<file path="src/rtl/regfile_issue_ctrl.sv">
// regfile_issue_ctrl: queues register-level ops and issues them one at a time to the regfile,
// with a completion counter and a sticky watchdog on the FU result stream.
module regfile_issue_ctrl #(
  parameter int FIFO_DEPTH = 4,
  parameter int TIMEOUT_CYCLES = 4096,
  parameter int CNT_W = 16,
  parameter int NREG = 16,
  parameter int RW = $clog2(NREG)
) (
  input  logic             clk,
  input  logic             reset,
  input  logic             instr_valid,
  output logic             instr_ready,
  input  logic [RW-1:0]    instr_src0,
  input  logic [RW-1:0]    instr_src1,
  input  logic [RW-1:0]    instr_dst,
  input  logic             instr_use_src1,
  input  logic             register_file_ready,
  output logic             start_operation,
  output logic [RW-1:0]    source0_register_index,
  output logic [RW-1:0]    source1_register_index,
  output logic [RW-1:0]    destination_register_index,
  output logic             use_source1,
  input  logic             destination_valid,
  input  logic             destination_last,
  output logic             busy,
  output logic             done_pulse,
  output logic [CNT_W-1:0] ops_completed,
  output logic             timeout_error
);
  localparam int AW = $clog2(FIFO_DEPTH);
  localparam int EW = 3 * RW + 1;
  localparam int WW = TIMEOUT_CYCLES > 1 ? $clog2(TIMEOUT_CYCLES) : 1;
  localparam logic [WW-1:0] WLAST = WW'(TIMEOUT_CYCLES - 1);
  typedef enum logic [2:0] {IDLE, WAIT_RDY, START, RUN, DONE, ERR} state_t;
  state_t state, state_nx;
  logic [EW-1:0] fifo_mem [FIFO_DEPTH];
  logic [AW:0] wr_ptr, rd_ptr;
  logic [WW-1:0] wdog;
  logic fifo_empty, fifo_full, push, pop, fin, expire;
  logic [EW-1:0] head;
  assign fifo_empty = wr_ptr == rd_ptr;
  assign fifo_full = (wr_ptr[AW] != rd_ptr[AW]) && (wr_ptr[AW-1:0] == rd_ptr[AW-1:0]);
  assign instr_ready = !reset && !fifo_full && state != ERR;
  assign push = instr_valid && instr_ready;
  assign pop = state == IDLE && !fifo_empty;
  assign head = fifo_mem[rd_ptr[AW-1:0]];
  // Result beats only matter while an op is running.
  assign fin = state == RUN && destination_valid && destination_last;
  assign expire = state == RUN && !fin && TIMEOUT_CYCLES != 0 && wdog == WLAST;
  assign start_operation = state == START;
  assign done_pulse = state == DONE;
  assign timeout_error = state == ERR;
  assign busy = state != IDLE || !fifo_empty;
  always_comb begin
    state_nx = state;
    case (state)
      IDLE:     state_nx = fifo_empty ? IDLE : WAIT_RDY;
      WAIT_RDY: state_nx = register_file_ready ? START : WAIT_RDY;
      START:    state_nx = RUN;
      RUN:      state_nx = fin ? DONE : expire ? ERR : RUN;
      DONE:     state_nx = IDLE;
      default:  state_nx = ERR;
    endcase
  end
  always_ff @(posedge clk)
    if (push) fifo_mem[wr_ptr[AW-1:0]] <= {instr_use_src1, instr_dst, instr_src1, instr_src0};
  always_ff @(posedge clk) begin
    if (reset) begin
      state <= IDLE;
      wr_ptr <= '0;
      rd_ptr <= '0;
      wdog <= '0;
      ops_completed <= '0;
      source0_register_index <= '0;
      source1_register_index <= '0;
      destination_register_index <= '0;
      use_source1 <= 1'b0;
    end else begin
      state <= state_nx;
      if (push) wr_ptr <= wr_ptr + (AW+1)'(1);
      if (pop) begin
        rd_ptr <= rd_ptr + (AW+1)'(1);
        {use_source1, destination_register_index, source1_register_index, source0_register_index} <= head;
      end
      if (state == START) wdog <= '0;
      else if (state == RUN && !fin && !expire) wdog <= wdog + WW'(1);
      if (state == DONE) ops_completed <= ops_completed + CNT_W'(1);
    end
  end
endmodule

</file>
<file path="config.mk">
export PLATFORM = sky130hd
export DESIGN_NAME = regfile_issue_ctrl
export DESIGN_NICKNAME = d
export VERILOG_FILES = /design/src/rtl/regfile_issue_ctrl.sv
export SDC_FILE = /design/constraint.sdc
export NUM_CORES = 1
export LEC_CHECK = 0
export ABC_AREA = 1
export CAP_MARGIN = 0
export CORE_MARGIN = 8
export CORE_UTILIZATION = 50
export DETAILED_ROUTE_END_ITERATION = 16
export GPL_ROUTABILITY_DRIVEN = 0
export PLACE_DENSITY = 0.76
export SLEW_MARGIN = 15
export SYNTH_ARGS = -nofsm -noshare
export SYNTH_HDL_FRONTEND = slang
export SYNTH_SLANG_ARGS = --single-unit
</file>
<file path="constraint.sdc">
create_clock -name clk -period 2.6 [get_ports clk]
set_clock_uncertainty 0.2 [all_clocks]
set_input_delay 0.52 -clock clk [delete_from_list [all_inputs] [get_ports clk]]
set_output_delay 0.52 -clock clk [all_outputs]
set_load 0.03 [all_outputs]
</file>
* Word-level counts from Yosys, hierarchy flattened
Memory sizes are Yosys's and may differ from the RTL's. A register that Yosys moved wholly into a read port is not among the register bits.
Cells that the tools add are included.
** Operators by class
- $add $sub $neg :: 4
- Equal/unequal tests :: 10
- Muxes and demuxes :: 7
- Reductions and logical operators :: 19
** Operators by type and width (number)
- 16-bit by 1-bit adder with 16-bit output, second input constant :: 1
- 3-bit one-hot mux with 5 select lines :: 1
- 12-bit by 1-bit adder with 12-bit output, second input constant :: 1
- 12-bit equality test, second input constant :: 1
- 1-bit logical AND :: 10
- 3-bit by 1-bit adder with 3-bit output, second input constant :: 2
- 3-bit by 2-bit equality test with 1-bit output, second input constant :: 2
- 3-bit equality test, second input constant :: 2
- 3-bit 2-to-1 mux :: 2
- 1-bit zero test :: 5
- 3-bit by 1-bit equality test with 1-bit output, second input constant :: 1
- 3-bit equality test :: 1
- 3-bit zero test :: 1
- 1-bit 2-to-1 mux :: 3
- 3-bit != test, second input constant :: 1
- 3-bit nonzero test :: 1
- 2-bit equality test :: 1
- 2-bit 2-to-1 mux :: 1
- 2-bit OR reduction :: 1
- 1-bit logical OR :: 1
- 1-bit != test :: 1
** Storage, ports and cells
- Flip-flop bits (word level) :: 37
- Memory bits (writable) :: 52
- Input bits :: 19
- Output and inout port bits :: 34
- Word-level logic and storage cells :: 46
- Memories :: 1
** Memories
- fifo_mem :: depth 4, width 13, rd ports 1, clocked after memory_dff 1, write ports 1, RTL line 37 : logic [EW-1:0] fifo_mem [FIFO_DEPTH];

* Logic depth before layout (Yosys ltp)
Gate-level depths: netlist (run 1).
- Word-level depth :: 9
- Mapped depth :: 9
- Gate-level depth less buffers :: 9

* Worst setup path after synthesis (run 1)
OpenSTA, ideal clock, no wires.
- Kind :: input to register
- Start point :: input reset
- End point :: memory fifo_mem[0][0] in the netlist's numbering, enable pin
- Setup time :: 0.382 ns
- Arrival :: 1.692 ns
- Data required time :: 2.018 ns
- Slack :: 0.326 ns
- Stages on the path :: 6
- Buffers on the path :: 1
- Path through :: clkbuf_1 inv_1 nand2_1 inv_1 nand3_2 nor2_1
** On the way
- Cells in the longest elaborated chain, start to end :: 6
** RTL lines
- from (decl) :: RTL line 11 : input logic reset,
- 1-bit zero test :: RTL line 44 : assign instr_ready = !reset && !fifo_full && state != ERR;
- 1-bit logical AND (2 in series) :: RTL line 44
- 1-bit logical AND :: RTL line 45 : assign push = instr_valid && instr_ready;
- 1-bit 2-to-1 mux :: RTL line 67 : if (push) fifo_mem[wr_ptr[AW-1:0]] <= {instr_use_src1, instr_dst, instr_src1, instr_src0};
- 1-bit 2-to-1 mux (implied by the code) :: RTL line 67
- to (decl) :: RTL line 37
Every way passes these cells.

* Worst setup path in the final report (run 1)
- Start point :: register state[2]
- End point :: output timeout_error
** On the way
- Cells in the longest elaborated chain, start to end :: 1
** RTL lines
- from (decl) :: RTL line 36 : state_t state, state_nx;
- from (signal assigned) :: RTL line 80 : state <= state_nx;
- 3-bit equality test :: RTL line 53 : assign timeout_error = state == ERR;
- to (decl) :: RTL line 29 : output logic timeout_error
Every way passes these cells.

==> results.md, run 1 <==
* Outcome: complete, no violations
* Ranking of synthesized cells by area: edfxtp_1 34%, dfxtp_1 22%, nand2_1 9.7%, nor2_1 9.7%, o21ai_0 4.9%
* Clock Latency Late Sink at 360 ps
* Vias/cell at 5.12
* Combinational Power Share at 35.4%
* DRT Wirelength at 9.88 mm
* DIE WIDTH at 112 um
* DR WL met3 at 542 um
* Yosys warnings at 0
* Antenna cells at 0
* Relative slew slack at 53.0%
* Global-route wire length before repair at 16.3 mm
* Seq pwr share at 41.9%
* Post-Syn Instances at 549
* CTS clock-pin slew for the worst setup and hold paths at 90 ps
* Top Metal Used: met4
* Slowest-stage cell, CP: clkdlybuf4s50_1
* Cell variety after synth at 31
* Initial antenna violation count at 0
* Arr. time, crit path at 1780 ps
* Crit Path Max Fanout at 7
* RSZ-0062 raised after global routing: false
* Die height at 112 um
* Setup TNS at 0 ps
* TritonRoute pass-1 iters at 4
* Final slew viol count at 0
* Register area share after synthesis at 55.1%
* Cts hold-fix bufs at 0
* Worst-path cell chain: nand3_1, inv_1, clkdlybuf4s50_1
* Buf+Inv Stages, Crit Path at 2
* Max Cap Violations at 0
* Max Root-Sink Buffers at 2
* H-tree Lvls at 3
* Sw Pwr at 1.76 mW
* Post-Syn Area at 4650 um^2
* Power Density at 850 nW/um^2
* Pint at 2.88 mW
* Post-synth ARST share at 0%
* Fraction of layout cells with a size suffix above 1 at 7.08%
* Detail Route Antenna Nets at 0
* Worst path max stage delay at 670 ps
* Vias at 3,674
* Yosys reg bits at 102
* LEAKAGE at 2.07 nW
* CP top delay family: buffers and inverters
* Die area at 12,700 um^2
* DP HPWL at 6.98 mm
* Area grow syn2layout at 17.2%
* # DRC at 0
* Synth Net Count at 575
* Fillers at 773
* Clock sink count at 102
* Starting Density at 50.9%
* Crit Path Class: reg -> out
* Main flop type after synthesis: edfxtp_1
* # nets final at 628
* Fin area at 5460 um^2
* EDFF count, synth at 52
* Largest net degree at the start of global routing at 31
* Row cnt at 35
* F_max at 0.400 GHz
* Wire length per cell at 13.8 um
* Worst setup SP type: register
* Ports at 53
* Number of port buffers at 52
* CTS tree: done
* DP Area at 5250 um^2
* Hold Path Class: reg -> reg
* CTS Buf Count at 9
* Root Buffer: clkbuf_8
* GRT Total Usage at 15.9%
* Switching Fraction at 37.9%
* # setup viols final at 0
* Commonest cells in the netlist: 120 x nand2_1, 120 x nor2_1, 52 x edfxtp_1, 50 x dfxtp_1, 50 x inv_1
* Post-Syn Area per Cell at 8.48 um^2
* Synth area leader: edfxtp_1
* Wl on met1 at 4.51 mm
* Max IR drop VDD at 436 uV
* Final worst-path cycle share at 96.2%
* Vias in the first global route at 3,487
* Hold Vio Cnt, Final at 0
* GR Overflow Total at 0
* Postcts setup bufs at 0
* FF-to-FF setup slack at 560 ps
* Tmin final at 2500 ps
* Met2 WL at 4.67 mm
* DR iter-0 viols at 234
* Power share of the clock group at 22.7%
* Worst-margin pin slew at 704 ps
* CORE AREA at 9150 um^2
* Yosys top cell area share at 33.5%
* Crit end category: primary output
* CP Data Required Time at 1880 ps
cell type report:
type / instances / area (um^2) / area share, %
flip-flops and latches: 102 / 2560 / 47.0
multi-input cells: 375 / 1770 / 32.4
repair buffers: 60 / 573 / 10.5
inverters: 54 / 203 / 3.71
well taps: 111 / 139 / 2.55
clock buffers: 9 / 124 / 2.27
clock inverters: 7 / 88.8 / 1.63
power by group through the flow:
stage	combinational (mW)	clock (mW)	sequential, mW
after floorplan	1.02	0	2.16
after global placement	1.59	0	1.98
after detailed placement	1.63	0	1.98
after CTS	1.65	1.07	1.95
after global routing	1.85	1.13	1.97
final	1.64	1.05	1.94
per-stage QoR:
| step | power [mW] | util [%] | setup WS, ps | hold slack (ps) | instances |
|---|---|---|---|---|---|
| after floorplan | 3.18 | - | 326 | 257 | 549 |
| after global placement | 3.57 | 57.3 | 354 | 266 | 702 |
| after detailed placement | 3.61 | 57.3 | 253 | 292 | 702 |
| after CTS | 4.67 | 59.6 | 77.2 | 309 | 718 |
| after global routing | 4.95 | 59.6 | 16.4 | 330 | 718 |
| final | 4.64 | 59.6 | 98.7 | 312 | 718 |
routing by layer:
layer  vias up  track usage, %
met2        90            26.2
met4         0            5.58
li1       1871               -
met3        13            4.40
met1      1700            19.5
met5         -               0
worst paths after layout:
check,start,endpoint,cells after the start
max,state[2],timeout_error,3
min,wdog[10],wdog[10],2
max reg2reg,wdog[0],wdog[11],8
min reg2reg,wdog[10],wdog[10],2
worst min-delay path: cells and delay by family, from the launching register on:
family / cells / cell delay [ps]
simple gates: 1 / 70
compound gates: 1 / 60
flops: 1 / 340
timing repair:
item | 4_1_cts | 5_1_grt
resized for setup | 2 | 0
endpoints found under the setup margin | 2 | 0
endpoints found under the hold margin | 0 | 0
kinds of logic (layout without fill, tap and decap cells):
group	count (synthesis)	in the layout	synth area share [%]
buffers and inverters	72	130	6.99
AND/OR/NAND/NOR	278	278	24.7
AO/OA/AOI/OAI	75	75	8.39
adder cells (fa/ha/maj)	7	7	1.88
flip-flops	102	102	55.1
XOR/XNOR	15	15	2.98
registers in the layout, indices dropped and copies added (netlist names):
register	flops
fifo_mem	52
ops_completed	16
wdog	12
destination_register_index	4
source0_register_index	4
source1_register_index	4
rd_ptr	3
state	3
wr_ptr	3
use_source1	1
cells in the final DEF, fill, tap and decap left out, types with 3 or more instances in the layout:
| cell | Yosys | layout |
|---|---|---|
| a21oi_1 | 24 | 24 |
| buf_4 | 1 | 10 |
| clkbuf_8 | 0 | 9 |
| clkdlybuf4s50_1 | 0 | 48 |
| dfxtp_1 | 50 | 50 |
| edfxtp_1 | 52 | 52 |
| ha_1 | 7 | 7 |
| inv_1 | 50 | 50 |
| inv_2 | 3 | 3 |
| inv_6 | 0 | 3 |
| nand2_1 | 120 | 120 |
| nand2_2 | 4 | 4 |
| nand3_1 | 12 | 12 |
| nand4_1 | 8 | 8 |
| nor2_1 | 120 | 120 |
| nor3_1 | 4 | 4 |
| o21ai_0 | 46 | 46 |
| xnor2_1 | 5 | 5 |
| xor2_1 | 9 | 9 |
No activity file was read; power rests on OpenSTA's default activity.
==> run 2, diff against run 1 <==
--- a/config.mk
+++ b/config.mk
@@ -11,8 +11,11 @@
 export CORE_UTILIZATION = 50
 export DETAILED_ROUTE_END_ITERATION = 16
 export GPL_ROUTABILITY_DRIVEN = 0
+export GPL_TIMING_DRIVEN = 0
+export MAX_ROUTING_LAYER = met4
 export PLACE_DENSITY = 0.76
 export SLEW_MARGIN = 15
 export SYNTH_ARGS = -nofsm -noshare
 export SYNTH_HDL_FRONTEND = slang
 export SYNTH_SLANG_ARGS = --single-unit
+export TNS_END_PERCENT = 30
==> results.md, run 2 (synthesis gave the netlist of run 1 again) <==
* Outcome: complete, no violations
* M1 GR Usage at 20.1%
* LEAKAGE at 2.09 nW
* DRT Wirelength at 10.2 mm
* GRT Total Usage at 17.0%
* Relative slew slack at 47.1%
* Vias at 3,724
* Max Root-Sink Buffers at 2
* Worst setup SP type: register
* # nets final at 637
* CTS Buf Count at 9
* Arr. time, crit path at 1700 ps
* Worst-path cell chain: buf_6, nand3_1, inv_1, clkdlybuf4s50_1
* CP top delay family: buffers and inverters
* CORE AREA at 9150 um^2
* # DRC at 0
* Root Buffer: clkbuf_8
* Fraction of layout cells with a size suffix above 1 at 8.28%
* Placed Cells at 711
* TritonRoute pass-1 iters at 5
* Worst-margin pin slew at 792 ps
* Commonest cells after routing, fill and taps aside: 120 x nand2_1, 116 x nor2_1, 52 x edfxtp_1, 50 x dfxtp_1, 49 x inv_1
* Final slew viol count at 0
* Die height at 112 um
* M2 GR Usage at 28.3%
* CTS tree: done
* DP HPWL at 7.30 mm
* Most common cell after layout, fill and taps aside: nand2_1
* Power Density at 862 nW/um^2
* Number of port buffers at 51
* Antenna cells at 0
* Hold Path Class: reg -> reg
* Buf+Inv Stages, Crit Path at 3
* Worst path max stage delay at 670 ps
* Crit Path Class: reg -> out
* Clock Latency Late Sink at 370 ps
* Vias in the first global route at 3,498
* Global-route wire length before repair at 16.9 mm
* Largest net degree at the start of global routing at 22
* Slowest-stage cell, CP: clkdlybuf4s50_1
* DIE WIDTH at 112 um
* Max reg flops at 52
* Wire length per cell at 14.0 um
* Tmin final at 2420 ps
* Final worst-path cycle share at 93.0%
* F_max at 0.414 GHz
* # setup viols final at 0
* GR Overflow Total at 0
* Met3 GRT Util at 4.13%
* Ports at 53
* Clock sink count at 102
* Max Cap Violations at 0
* Max IR drop VDD at 430 uV
* Crit Path Max Fanout at 7
* H-tree Lvls at 3
* Detail Route Antenna Nets at 0
* Starting Density at 50.9%
* Area grow syn2layout at 18.4%
* Die area at 12,700 um^2
* CTS clock-pin slew for the worst setup and hold paths at 110 ps
* Initial antenna violation count at 0
* GRT Max-Usage Layer: met2
* Row cnt at 35
* CP Data Required Time at 1880 ps
* DR iter-0 viols at 222
* Crit end category: primary output
* RSZ-0062 raised after global routing: false
* Hold slack at 301 ps
* Final cell count without fillers at 727
* Hold Vio Cnt, Final at 0
* Vias/cell at 5.12
[run 2: changes by cell type in the layout (fill, tap and decap cells not counted), sizes merged]
| cell | delta |
|---|---|
| clkbuf | +7 |
| clkinv | +2 |
| dlygate4sd2 | +1 |
| bufinv | -1 |
| clkdlybuf4s50 | -1 |
| inv | -1 |
| buf | +2 |
[run 2: final cells by class]
cell class	count	area (um^2)
sequential	102	2560
inverter	54	203
tap	111	139
fill	781	3640
timing repair buffer	51	502
clock buffer	9	124
multi-input combinational	375	1780
clock inverter	7	83.8
buffer	18	123
[run 2: path summary, 6_finish.rpt]
| check | from | endpoint | slack [ps] | cells after the start |
|---|---|---|---|---|
| max | state[2] | timeout_error | 180 | 4 |
| min | wdog[11] | wdog[11] | 300 | 2 |
| min reg2reg | wdog[11] | wdog[11] | 300 | 2 |
| max reg2reg | rd_ptr[1] | fifo_mem[0][6] | 360 | 5 |
[run 2: worst min-delay path: stages, from the launching register on]
cell     delay [ps]
dfxtp_1         340
nand2_1          60
a21oi_1          60
[run 2: routing by layer]
layer / wire length, um / share of wire, %
met2: 5000 / 49
met4: 73 / 0.72
met5: 0 / 0
met1: 4540 / 44
met3: 585 / 5.7
[run 2: power by group]
group	leakage, nW	internal, mW	switching, mW
clock network	0.105	0.388	0.625
logic	1.11	0.632	1.16
registers	0.879	1.85	0.0984
[run 2: through the flow]
| stage | setup WS [ps] | setup TNS [ps] | total power, mW | util [%] | instance area, um^2 |
|---|---|---|---|---|---|
| after floorplan | 326 | 0 | 3.18 | - | 4650 |
| final | 182 | 0 | 4.75 | 60.2 | 5510 |
| after CTS | 7.04 | 0 | 4.78 | 60.2 | 5510 |
| after detailed placement | -406 | -7050 | 3.79 | 58.0 | 5310 |
| after global placement | -406 | -20070 | 3.74 | 57.9 | 5300 |
| after global routing | 59.3 | 0 | 5.07 | 60.2 | 5510 |
[run 2: timing repair]
item | in CTS | in global routing
setup endpoints to repair | 17 | 1
hold buffers | 0 | 0
gates resized for setup | 5 | 2
gates cloned | 0 | 0
setup buffers | 0 | 0
